===== src/rtl/touch_cmd_tx.sv =====
// touch_cmd_tx: serial command master for the resistive-touch ADC link.
// It frames one conversion with chip-select and generates 24 touch_clk periods.
// The 8-bit control byte goes out MSB-first on touch_din, changing only on falling edges.
// rx_ena brackets rising edges 10..21 so the shift-in receiver captures 12 bits.
// Every output comes straight from a register.
module touch_cmd_tx #(
  parameter int unsigned CLK_DIV = 50
) (
  input  logic       clk,
  input  logic       rst,
  input  logic       start,
  input  logic [7:0] cmd,
  output logic       ready,
  output logic       touch_cs_n,
  output logic       touch_clk,
  output logic       touch_din,
  output logic       rx_ena,
  output logic       done
);

  typedef enum logic [2:0] {
    IDLE = 3'd0,
    LEAD = 3'd1,
    HIGH = 3'd2,
    LOW  = 3'd3,
    TAIL = 3'd4,
    DONE = 3'd5
  } state_t;

  // Last div_cnt value of a phase; each phase lasts CLK_DIV cycles.
  localparam logic [7:0] DIV_LAST  = 8'(CLK_DIV - 1);
  localparam logic [4:0] EDGE_LAST = 5'd24;
  // rx_ena opens on falling edge 9 and closes on falling edge 21.
  localparam logic [4:0] RX_OPEN   = 5'd9;
  localparam logic [4:0] RX_CLOSE  = 5'd21;

  state_t     state_r, state_s;
  logic [7:0] div_cnt_r, div_cnt_s;
  logic [4:0] edge_cnt_r, edge_cnt_s;
  logic [7:0] shift_r, shift_s;
  logic       ready_r, ready_s;
  logic       cs_n_r, cs_n_s;
  logic       clk_r, clk_s;
  logic       din_r, din_s;
  logic       rx_ena_r, rx_ena_s;
  logic       done_r, done_s;
  logic       phase_end_s;

  assign phase_end_s = (div_cnt_r == DIV_LAST);

  assign ready      = ready_r;
  assign touch_cs_n = cs_n_r;
  assign touch_clk  = clk_r;
  assign touch_din  = din_r;
  assign rx_ena     = rx_ena_r;
  assign done       = done_r;

  // Next-state and next-output logic; every register holds unless its state says otherwise.
  always_comb begin
    state_s    = state_r;
    div_cnt_s  = div_cnt_r;
    edge_cnt_s = edge_cnt_r;
    shift_s    = shift_r;
    ready_s    = ready_r;
    cs_n_s     = cs_n_r;
    clk_s      = clk_r;
    din_s      = din_r;
    rx_ena_s   = rx_ena_r;
    done_s     = done_r;

    case (state_r)
      IDLE: begin
        div_cnt_s  = 8'd0;
        edge_cnt_s = 5'd0;
        clk_s      = 1'b0;
        rx_ena_s   = 1'b0;
        done_s     = 1'b0;
        if (start) begin
          // The MSB goes out with chip-select; the rest waits in the shift register.
          state_s = LEAD;
          shift_s = cmd;
          ready_s = 1'b0;
          cs_n_s  = 1'b0;
          din_s   = cmd[7];
        end else begin
          state_s = IDLE;
          ready_s = 1'b1;
          cs_n_s  = 1'b1;
          din_s   = 1'b0;
        end
      end

      LEAD: begin
        ready_s = 1'b0;
        cs_n_s  = 1'b0;
        done_s  = 1'b0;
        if (phase_end_s) begin
          div_cnt_s  = 8'd0;
          clk_s      = 1'b1;
          edge_cnt_s = edge_cnt_r + 5'd1;
          state_s    = HIGH;
        end else begin
          div_cnt_s = div_cnt_r + 8'd1;
        end
      end

      HIGH: begin
        if (phase_end_s) begin
          // Falling edge k (k = edge_cnt_r): data and the receive window move only here.
          // The shift register fills with zeros, so edges 8 onward drive 0.
          div_cnt_s = 8'd0;
          clk_s     = 1'b0;
          din_s     = shift_r[6];
          shift_s   = {shift_r[6:0], 1'b0};
          rx_ena_s  = (edge_cnt_r >= RX_OPEN) && (edge_cnt_r < RX_CLOSE);
          if (edge_cnt_r == EDGE_LAST) begin
            state_s = TAIL;
          end else begin
            state_s = LOW;
          end
        end else begin
          div_cnt_s = div_cnt_r + 8'd1;
        end
      end

      LOW: begin
        if (phase_end_s) begin
          div_cnt_s  = 8'd0;
          clk_s      = 1'b1;
          edge_cnt_s = edge_cnt_r + 5'd1;
          state_s    = HIGH;
        end else begin
          div_cnt_s = div_cnt_r + 8'd1;
        end
      end

      TAIL: begin
        if (phase_end_s) begin
          div_cnt_s = 8'd0;
          cs_n_s    = 1'b1;
          done_s    = 1'b1;
          state_s   = DONE;
        end else begin
          div_cnt_s = div_cnt_r + 8'd1;
        end
      end

      DONE: begin
        state_s    = IDLE;
        done_s     = 1'b0;
        ready_s    = 1'b1;
        cs_n_s     = 1'b1;
        edge_cnt_s = 5'd0;
        shift_s    = 8'd0;
      end

      default: begin
        state_s    = IDLE;
        div_cnt_s  = 8'd0;
        edge_cnt_s = 5'd0;
        shift_s    = 8'd0;
        ready_s    = 1'b1;
        cs_n_s     = 1'b1;
        clk_s      = 1'b0;
        din_s      = 1'b0;
        rx_ena_s   = 1'b0;
        done_s     = 1'b0;
      end
    endcase
  end

  // State, counters, shift register and output registers; reset abandons any frame.
  always_ff @(posedge clk) begin
    if (!rst) begin
      state_r    <= IDLE;
      div_cnt_r  <= 8'd0;
      edge_cnt_r <= 5'd0;
      shift_r    <= 8'd0;
      ready_r    <= 1'b1;
      cs_n_r     <= 1'b1;
      clk_r      <= 1'b0;
      din_r      <= 1'b0;
      rx_ena_r   <= 1'b0;
      done_r     <= 1'b0;
    end else begin
      state_r    <= state_s;
      div_cnt_r  <= div_cnt_s;
      edge_cnt_r <= edge_cnt_s;
      shift_r    <= shift_s;
      ready_r    <= ready_s;
      cs_n_r     <= cs_n_s;
      clk_r      <= clk_s;
      din_r      <= din_s;
      rx_ena_r   <= rx_ena_s;
      done_r     <= done_s;
    end
  end

endmodule


===== config.mk =====
export PLATFORM = sky130hd
export DESIGN_NAME = touch_cmd_tx
export DESIGN_NICKNAME = d
export VERILOG_FILES = /design/src/rtl/touch_cmd_tx.sv
export SDC_FILE = /design/constraint.sdc
export NUM_CORES = 1
export LEC_CHECK = 0
export CAP_MARGIN = 25
export CORE_AREA = 2 2 68 54
export DETAILED_ROUTE_END_ITERATION = 10
export DIE_AREA = 0 0 70 56
export PLACE_DENSITY = 0.75
export SLEW_MARGIN = 25
export SYNTH_ARGS = -nofsm -noshare
export SYNTH_HDL_FRONTEND = slang
export SYNTH_SLANG_ARGS = --single-unit
export TNS_END_PERCENT = 30

===== constraint.sdc =====
create_clock -name clk -period 2.3 [get_ports clk]
set_clock_uncertainty 0.1 [all_clocks]
set_input_delay 0.69 -clock clk [delete_from_list [all_inputs] [get_ports clk]]
set_output_delay 0.69 -clock clk [all_outputs]
set_load 0.05 [all_outputs]

==> results by group, run 1 <==
Clock network
  • TritonCTS clock tree: yes
  • Root buffer cell: clkbuf_8
  • CTS Buf Count: 5
  • Post_cts resized: 0
  • Post-CTS Setup Repair Bufs: 0
  • H-tree Lvls: 2
  • Clk_lat worst skew: 0.29 ns
  • # hold bufs at CTS: 0
  • CTS Buffer Depth: 2
  • Clk slew on worst S/H paths: around 0.070 ns
  • Clock sinks: 29

GRT
  • Initial antenna violation count: 0
  • Largest net degree at the start of global routing: 31
  • Vias in the first global route: 1429
  • Total track usage: 0.207
  • GRT overflow: 0
  • Global-route wire length before repair: 6490 µm

Die
  • Core area: roughly 3200 µm²
  • Die W: about 70 µm
  • Site Rows: 18
  • Die area: approximately 3900 µm²
  • Initial core utilization: 0.539
  • Die height: between 50 and 60 µm
  • Io pins: 17

STA
  • Slew HR: 0.532
  • Final hold viol count: 0
  • Final setup TNS: 0 ns
  • Fmax: around 450 MHz
  • Final setup fails: 0
  • RSZ-0062 raised after global routing: no
  • Minimum clock period: 2.21 ns
  • Period utilization: 0.960
  • Slew at the pin closest to its max-slew limit: 0.701 ns
  • Slew Limit Fails: 0

Synth
  • Most frequent cell after synthesis: dfxtp_1
  • Synth top area cells: dfxtp_1, nand2_1, mux2i_1, mux2_2, ha_1
  • Post-synthesis register bit count: 29
  • Area leader, netlist: dfxtp_1
  • Mapped cell area: between 1500 and 2000 µm²
  • Syn_area_per_cell: roughly 8.9 µm²
  • Yosys top cell area share: 0.337
  • Commonest cells in the netlist: dfxtp_1, nand2_1, o21ai_0
  • Sequential element share of the synthesized area: 0.337
  • Count of flip-flops with a built-in enable after synthesis: 0
  • Gate Count Post-Synth: roughly 190
  • Synth warn: 0
  • Count of cell types in the netlist: 56
  • Async SR Flop Fraction: 0
  • Main synth FF type: dfxtp_1
  • Synth Net Count: roughly 210

Setup path
  • Worst Path Arrival: 1.42 ns
  • Type of origin of the critical path: flip-flop
  • WP depth: 1
  • Crit path buf inv count: 1
  • Worst Reg-to-Reg Cells: 5
  • Critical-path maximum fanout: 2
  • Slowest stage delay, CP: approximately 0.80 ns
  • Critical path capture point type: output pin
  • Worst R2R Setup Slack: 0.35 ns
  • CP cell instances: clkdlybuf4s50_1
  • CP delay by family, top: buffers and inverters
  • Critical path's slowest cell: clkdlybuf4s50_1
  • CP Class: flip-flop to output pin
  • Critical Path RT: ~1.5 ns

Worst hold path
  • Worst Hold Depth: 2
  • Worst Hold Class: flip-flop to flip-flop

Drt
  • DRT Pass-1 Iters: 4
  • Antenna-violating nets left: 0
  • Drt wl/cell: 15.5 µm
  • WL final: 3920 µm
  • M1 wire length: 1740 µm
  • WL met2: 1920 µm
  • Routed vias: 1511
  • Met3 WL: roughly 170 µm
  • Top Metal Used: met4
  • Via density: between 5 and 6
  • Initial DRC Count: 79
  • DRC: 0

Job
  • Max-cap viol count: 0

Finish
  • Antenna diodes: 0
  • # fillers: 277
  • Layout cells sized above 1: 0.165
  • Nets: about 230
  • Synth-to-Final Area Change: 16.0%

Power and ir drop
  • Overall power: between 0.001 and 0.0015 W
  • Pleak: ~0.71 nW
  • Power density over cell area: approximately 530 nW/µm²
  • Peak VDD IR: approximately 400 µV

Outcome
  • Outcome: completed

Place
  • Final GP Congestion: between 0.8 and 0.9
  • Buffers on Ports: 16
  • Post-DP HPWL: between 2000 and 3000 µm
cell families after synthesis:
| family | share of synthesized area |
|---|---|
| AND/OR/NAND/NOR | 0.308 |
| AO/OA/AOI/OAI | 0.176 |
| flip-flops | 0.337 |
| buffers and inverters | 0.0327 |
| multiplexers | 0.0798 |
| XOR/XNOR | 0.0305 |
| adder cells (fa/ha/maj) | 0.0363 |
worst register-to-register path, delay by kind of cell, from the launching register on:
family	cells	cell delay (ns)
AOI/OAI and AO/OA	3	0.79
adders and majority gates	1	0.21
DFF	1	0.44
and+or+nand+nor	1	0.29
final timing paths:
kind | from | end
setup reg to reg | div_cnt_r[0] | state_r[0]
hold reg to reg | shift_r[3] | shift_r[3]
hold / removal | shift_r[3] | shift_r[3]
setup / recovery | ready | ready
layout make-up:
| class | count | area, µm² | area share |
|---|---|---|---|
| Clock buffer | 6 | 72.6 | 0.0363 |
| Clock inverter | 2 | 10.0 | 0.00501 |
| Inverter | 3 | 11.3 | 0.00563 |
| Multi-Input combinational cell | 151 | 1090 | 0.544 |
| Sequential cell | 29 | 581 | 0.290 |
| Tap cell | 40 | 50.0 | 0.0250 |
| Timing Repair Buffer | 21 | 188 | 0.0939 |
through the flow:
stage                      util  cell area [µm²]  instances  hold WS [ns]  setup WS [ns]
final                     0.625             2000        252         0.363         0.0918
after global routing      0.625             2000        252         0.391         0.0677
after CTS                 0.625             2000        252         0.365         0.0864
after detailed placement  0.599             1920        244         0.356         0.0534
after global placement    0.599             1920        244         0.349          0.145
after floorplan               -             1720        193         0.335          0.606
cell usage in the layout (no fill, tap or decap), types with 6 or more instances in the layout:
master / count
nor3b_1: 8
mux2i_1: 7
nand3_1: 6
buf_4: 9
nor2_1: 6
clkdlybuf4s50_1: 12
nand2_1: 25
o21ai_0: 10
a21oi_1: 9
dfxtp_1: 29
mux2_2: 6
state kept, by name, indices dropped and copies added, names as in the netlist:
register,count
div_cnt_r,8
done,1
edge_cnt_r,5
ready,1
rx_ena,1
shift_r,7
state_r,3
touch_clk,1
touch_cs_n,1
touch_din,1
where the power goes:
group	total, W	internal [W]	switching (W)
registers	0.000536	0.000518	0.0000176
clock network	0.000400	0.000209	0.000191
logic	0.000122	0.0000584	0.0000638
layer usage:
layer | track usage | vias to the layer above
met5 | 0 | -
met4 | 0.102 | 0
met3 | 0.0507 | 12
met2 | 0.325 | 48
met1 | 0.264 | 705
li1 | - | 746
(Power assumes the default switching activity.)
==> inputs of run 2 (changes only) <==
ABC_AREA = 1   (was default)
CORE_AREA = 2 2 89 69   (was 2 2 68 54)
DIE_AREA = 0 0 91 71   (was 0 0 70 56)
PLACE_DENSITY = default   (was 0.75)
==> run 2 against run 1 <==
  * Critical path depth stayed put
  * Register-to-register slack better by 0.31 ns
  * Highest routed layer unchanged
  * Wire length is 5.7% lower
  * Clock power is 2% higher
  * Power is 100% higher
  * Synthesized area is 5.0% lower
  * Utilization is 28 points lower
  * Fmax is 0.30% lower
  * Critical endpoint is now rx_ena
==> results by group, run 2 <==
Clock network
  • H-tree Lvls: 2 (unchanged)
  • CTS Buf Count: 5 (unchanged)
  • Post-CTS Setup Repair Bufs: 0 (unchanged)
  • CTS Buffer Depth: 2 (unchanged)
  • Post_cts resized: 0 (unchanged)
  • TritonCTS clock tree: yes
  • # hold bufs at CTS: 0 (unchanged)
  • Clk_lat worst skew: 0.28 ns (about the same)
  • Root buffer cell: clkbuf_8
  • Clk slew on worst S/H paths: 0.07 ns (about the same)
  • Clock sinks: 29 (unchanged)

STA
  • Slew HR: 0.664 (+0.132)
  • Fmax: 451 MHz (-0.30%)
  • Slew Limit Fails: 0 (unchanged)
  • Final hold viol count: 0 (unchanged)
  • Minimum clock period: 2.21 ns (+0.00662 ns)
  • Slew at the pin closest to its max-slew limit: 0.502 ns (-0.199 ns)
  • RSZ-0062 raised after global routing: no
  • Final setup TNS: 0 ns (unchanged)
  • Final setup fails: 0 (unchanged)
  • Final hold slack: 0.349 ns (-0.0136 ns)
  • Period utilization: 0.963 (+0.00288)

Setup path
  • Worst R2R Setup Slack: 0.66 ns (+0.31 ns)
  • Critical path capture point type: output pin
  • WP depth: 1 (unchanged)
  • Critical path's slowest cell: clkdlybuf4s50_1
  • Critical Path End: rx_ena
  • R2R Path End: rx_ena
  • Worst Reg-to-Reg Cells: 9 (+4)
  • Slowest stage delay, CP: 0.81 ns (about the same)
  • Critical-path maximum fanout: 2 (unchanged)
  • Crit path buf inv count: 1 (unchanged)
  • Worst Path Arrival: 1.42 ns (about the same)
  • Critical Path RT: 1.51 ns (about the same)
  • CP cell instances: clkdlybuf4s50_1
  • Crit. Startpoint: rx_ena
  • CP Class: flip-flop to output pin
  • CP delay by family, top: buffers and inverters
  • Type of origin of the critical path: flip-flop
  • Worst r2r src: state_r[1]

Synth
  • Yosys top cell area share: 0.354 (+0.0177)
  • Synth top area cells: dfxtp_1, nand2_1, inv_1, a21oi_1, nand3_1
  • Synth warn: 0 (unchanged)
  • Async SR Flop Fraction: 0 (unchanged)
  • Count of cell types in the netlist: 26 (-54%)
  • Mapped cell area: 1640 µm² (-5.0%)
  • Post-synthesis register bit count: 29 (unchanged)
  • Main synth FF type: dfxtp_1
  • Synth Area in Adders: 0.0382 (+0.00191)
  • Commonest cells in the netlist: nand2_1, dfxtp_1, inv_1
  • Post-synthesis simple-gate area fraction: 0.361 (+0.0529)
  • Syn_area_per_cell: 6.85 µm² (-23%)
  • Sequential element share of the synthesized area: 0.354 (+0.0177)
  • Synth Area in Compound Gates: 0.130 (-0.0457)
  • Gate Count Post-Synth: 239 (+24%)
  • Count of flip-flops with a built-in enable after synthesis: 0 (unchanged)
  • Area leader, netlist: dfxtp_1
  • Multiplexer share of the synthesized area: 0 (-0.0798)
  • Synth Area in XOR/XNOR: 0.0267 (-0.00374)
  • Main combinational cell family by area after synthesis: simple AND/OR/NAND/NOR gates
  • Synth Net Count: 255 (+22%)
  • Most frequent cell after synthesis: nand2_1

GRT
  • Largest net degree at the start of global routing: 14 (-55%)
  • Global-route wire length before repair: 6570 µm (+1.3%)
  • Vias in the first global route: 1465 (+2.5%)
  • GRT overflow: 0 (unchanged)
  • Initial antenna violation count: 0 (unchanged)
  • Total track usage: 0.125 (-0.0821)

Power and ir drop
  • Int Power: 0.00116 W (+47%)
  • Gate power share: 0.481 (+0.366)
  • Seq pwr share: 0.325 (-0.181)
  • Peak VDD IR: 498 µV (+21%)
  • Psw: 0.000954 W (+250%)
  • Clock Power Share: 0.193 (-0.185)
  • Power density over cell area: 1080 nW/µm² (+100%)
  • Pleak: 0.817 nW (+15%)
  • Fraction of power spent switching nets: 0.452 (+0.194)

Outcome
  • Outcome: completed

Finish
  • Largest regs: div_cnt_r (8), shift_r (7), edge_cnt_r (5)
  • Layout cells sized above 1: 0.142 (-0.0228)
  • Nets: 275 (+21%)
  • Max reg flops: 8 (unchanged)
  • Synth-to-Final Area Change: 19.9%
  • Final Non-Filler Cells: 338 (+34%)
  • # fillers: 636 (+130%)
  • Top reg by flops: div_cnt_r
  • Antenna diodes: 0 (unchanged)
  • Commonest non-fill, non-tap cell in the layout: nand2_1
  • Most frequent cells in the layout: nand2_1, dfxtp_1, inv_1

Place
  • Cells after DPL: 330 (+35%)
  • Buffers on Ports: 16 (unchanged)
  • Post-DP HPWL: 2800 µm (-0.78%)
  • Final GP Congestion: 0.845 (+2.2%)

Job
  • Max-cap viol count: 0 (unchanged)

Worst hold path
  • Worst Hold Class: flip-flop to flip-flop
  • Hold Startpoint: shift_r[5]
  • Worst Hold Depth: 2 (unchanged)

Die
  • Io pins: 17 (unchanged)
  • Die area: 6460 µm² (+65%)
  • Die W: 91 µm (+30%)
  • Initial core utilization: 0.290 (-0.249)
  • Die height: 71 µm (+27%)
  • Core area: 5650 µm² (+77%)
  • Site Rows: 24 (+6)

Drt
  • Routed vias: 1512 (+0.066%)
  • Antenna-violating nets left: 0 (unchanged)
  • Via density: 4.47 (-25%)
  • DRC: 0 (unchanged)
  • DRT Pass-1 Iters: 5 (+1)
  • Drt wl/cell: 10.9 µm (-30%)
  • WL final: 3690 µm (-5.7%)
  • Initial DRC Count: 73 (-7.6%)
==> run 2: cell types whose count changed after synthesis, moves of 6 or more <==
| cell | change |
|---|---|
| a21oi_1 | +9 |
| inv_1 | +23 |
| inv_2 | +7 |
| mux2_2 | -6 |
| mux2i_1 | -7 |
| nand2_1 | +37 |
| nand2_2 | +6 |
| nand3_1 | +12 |
| nor2_1 | +15 |
| nor3b_1 | -7 |
| o211ai_1 | +6 |
==> run 2: how the worst min path moves through the flow <==
stage / endpoint / slack, ns
finish: shift_r[5] / 0.35
global placement: shift_r[5] / 0.34
detailed placement: shift_r[1] / 0.34
CTS: shift_r[5] / 0.35
floorplan: shift_r[6] / 0.32
global route: shift_r[6] / 0.37
==> run 2: final cells by class <==
class	count	area, µm²	area share
well taps	78	97.6	0.0497
repair buffers	18	165	0.0841
flip-flops and latches	29	581	0.296
inverters	33	124	0.0631
clock buffers	5	68.8	0.0350
multi-input cells	172	911	0.464
clock inverters	3	17.5	0.00892
==> run 2: power groups by stage <==
stage	combinational [W]	sequential [W]	clock, W
finish	0.00102	0.000687	0.000409
global placement	0.00102	0.000697	0
detailed placement	0.00102	0.000697	0
global route	0.00116	0.000703	0.000443
CTS	0.00102	0.000687	0.000422
floorplan	0.000718	0.000761	0
==> run 2: cells by family (layout without fill, tap and decap cells) <==
family | count (synthesis) | after routing
XOR/XNOR | 5 | 5
flip-flops | 29 | 29
AO/OA/AOI/OAI | 36 | 36
buffers and inverters | 38 | 59
adder cells (fa/ha/maj) | 5 | 5
AND/OR/NAND/NOR | 126 | 126
==> run 2: per-layer routing <==
metal,GRT usage,share of wire,up-vias
li1,-,-,805
met1,0.175,0.55,678
met4,0.0455,0.0076,0
met3,0.0298,0.039,5
met2,0.187,0.41,24
met5,0,0,-
==> run 2: per-stage QoR <==
stage | worst slack (ns) | total power (W) | utilization | cell area, µm²
after CTS | 0.0643 | 0.00213 | 0.348 | 1960
after global routing | 0.0523 | 0.00230 | 0.348 | 1960
final | 0.0852 | 0.00211 | 0.348 | 1960
after global placement | 0.356 | 0.00172 | 0.333 | 1880
after floorplan | 0.907 | 0.00148 | - | 1640
after detailed placement | 0.307 | 0.00172 | 0.333 | 1880
==> inputs of run 3 (changes only) <==
CTS_BUF_LIST = sky130_fd_sc_hd__clkbuf_4 sky130_fd_sc_hd__clkbuf_8 sky130_fd_sc_hd__clkbuf_16   (was default)
==> results of run 3 <==
Same layout as run 2: the final DEF is identical, and so are final timing and power.
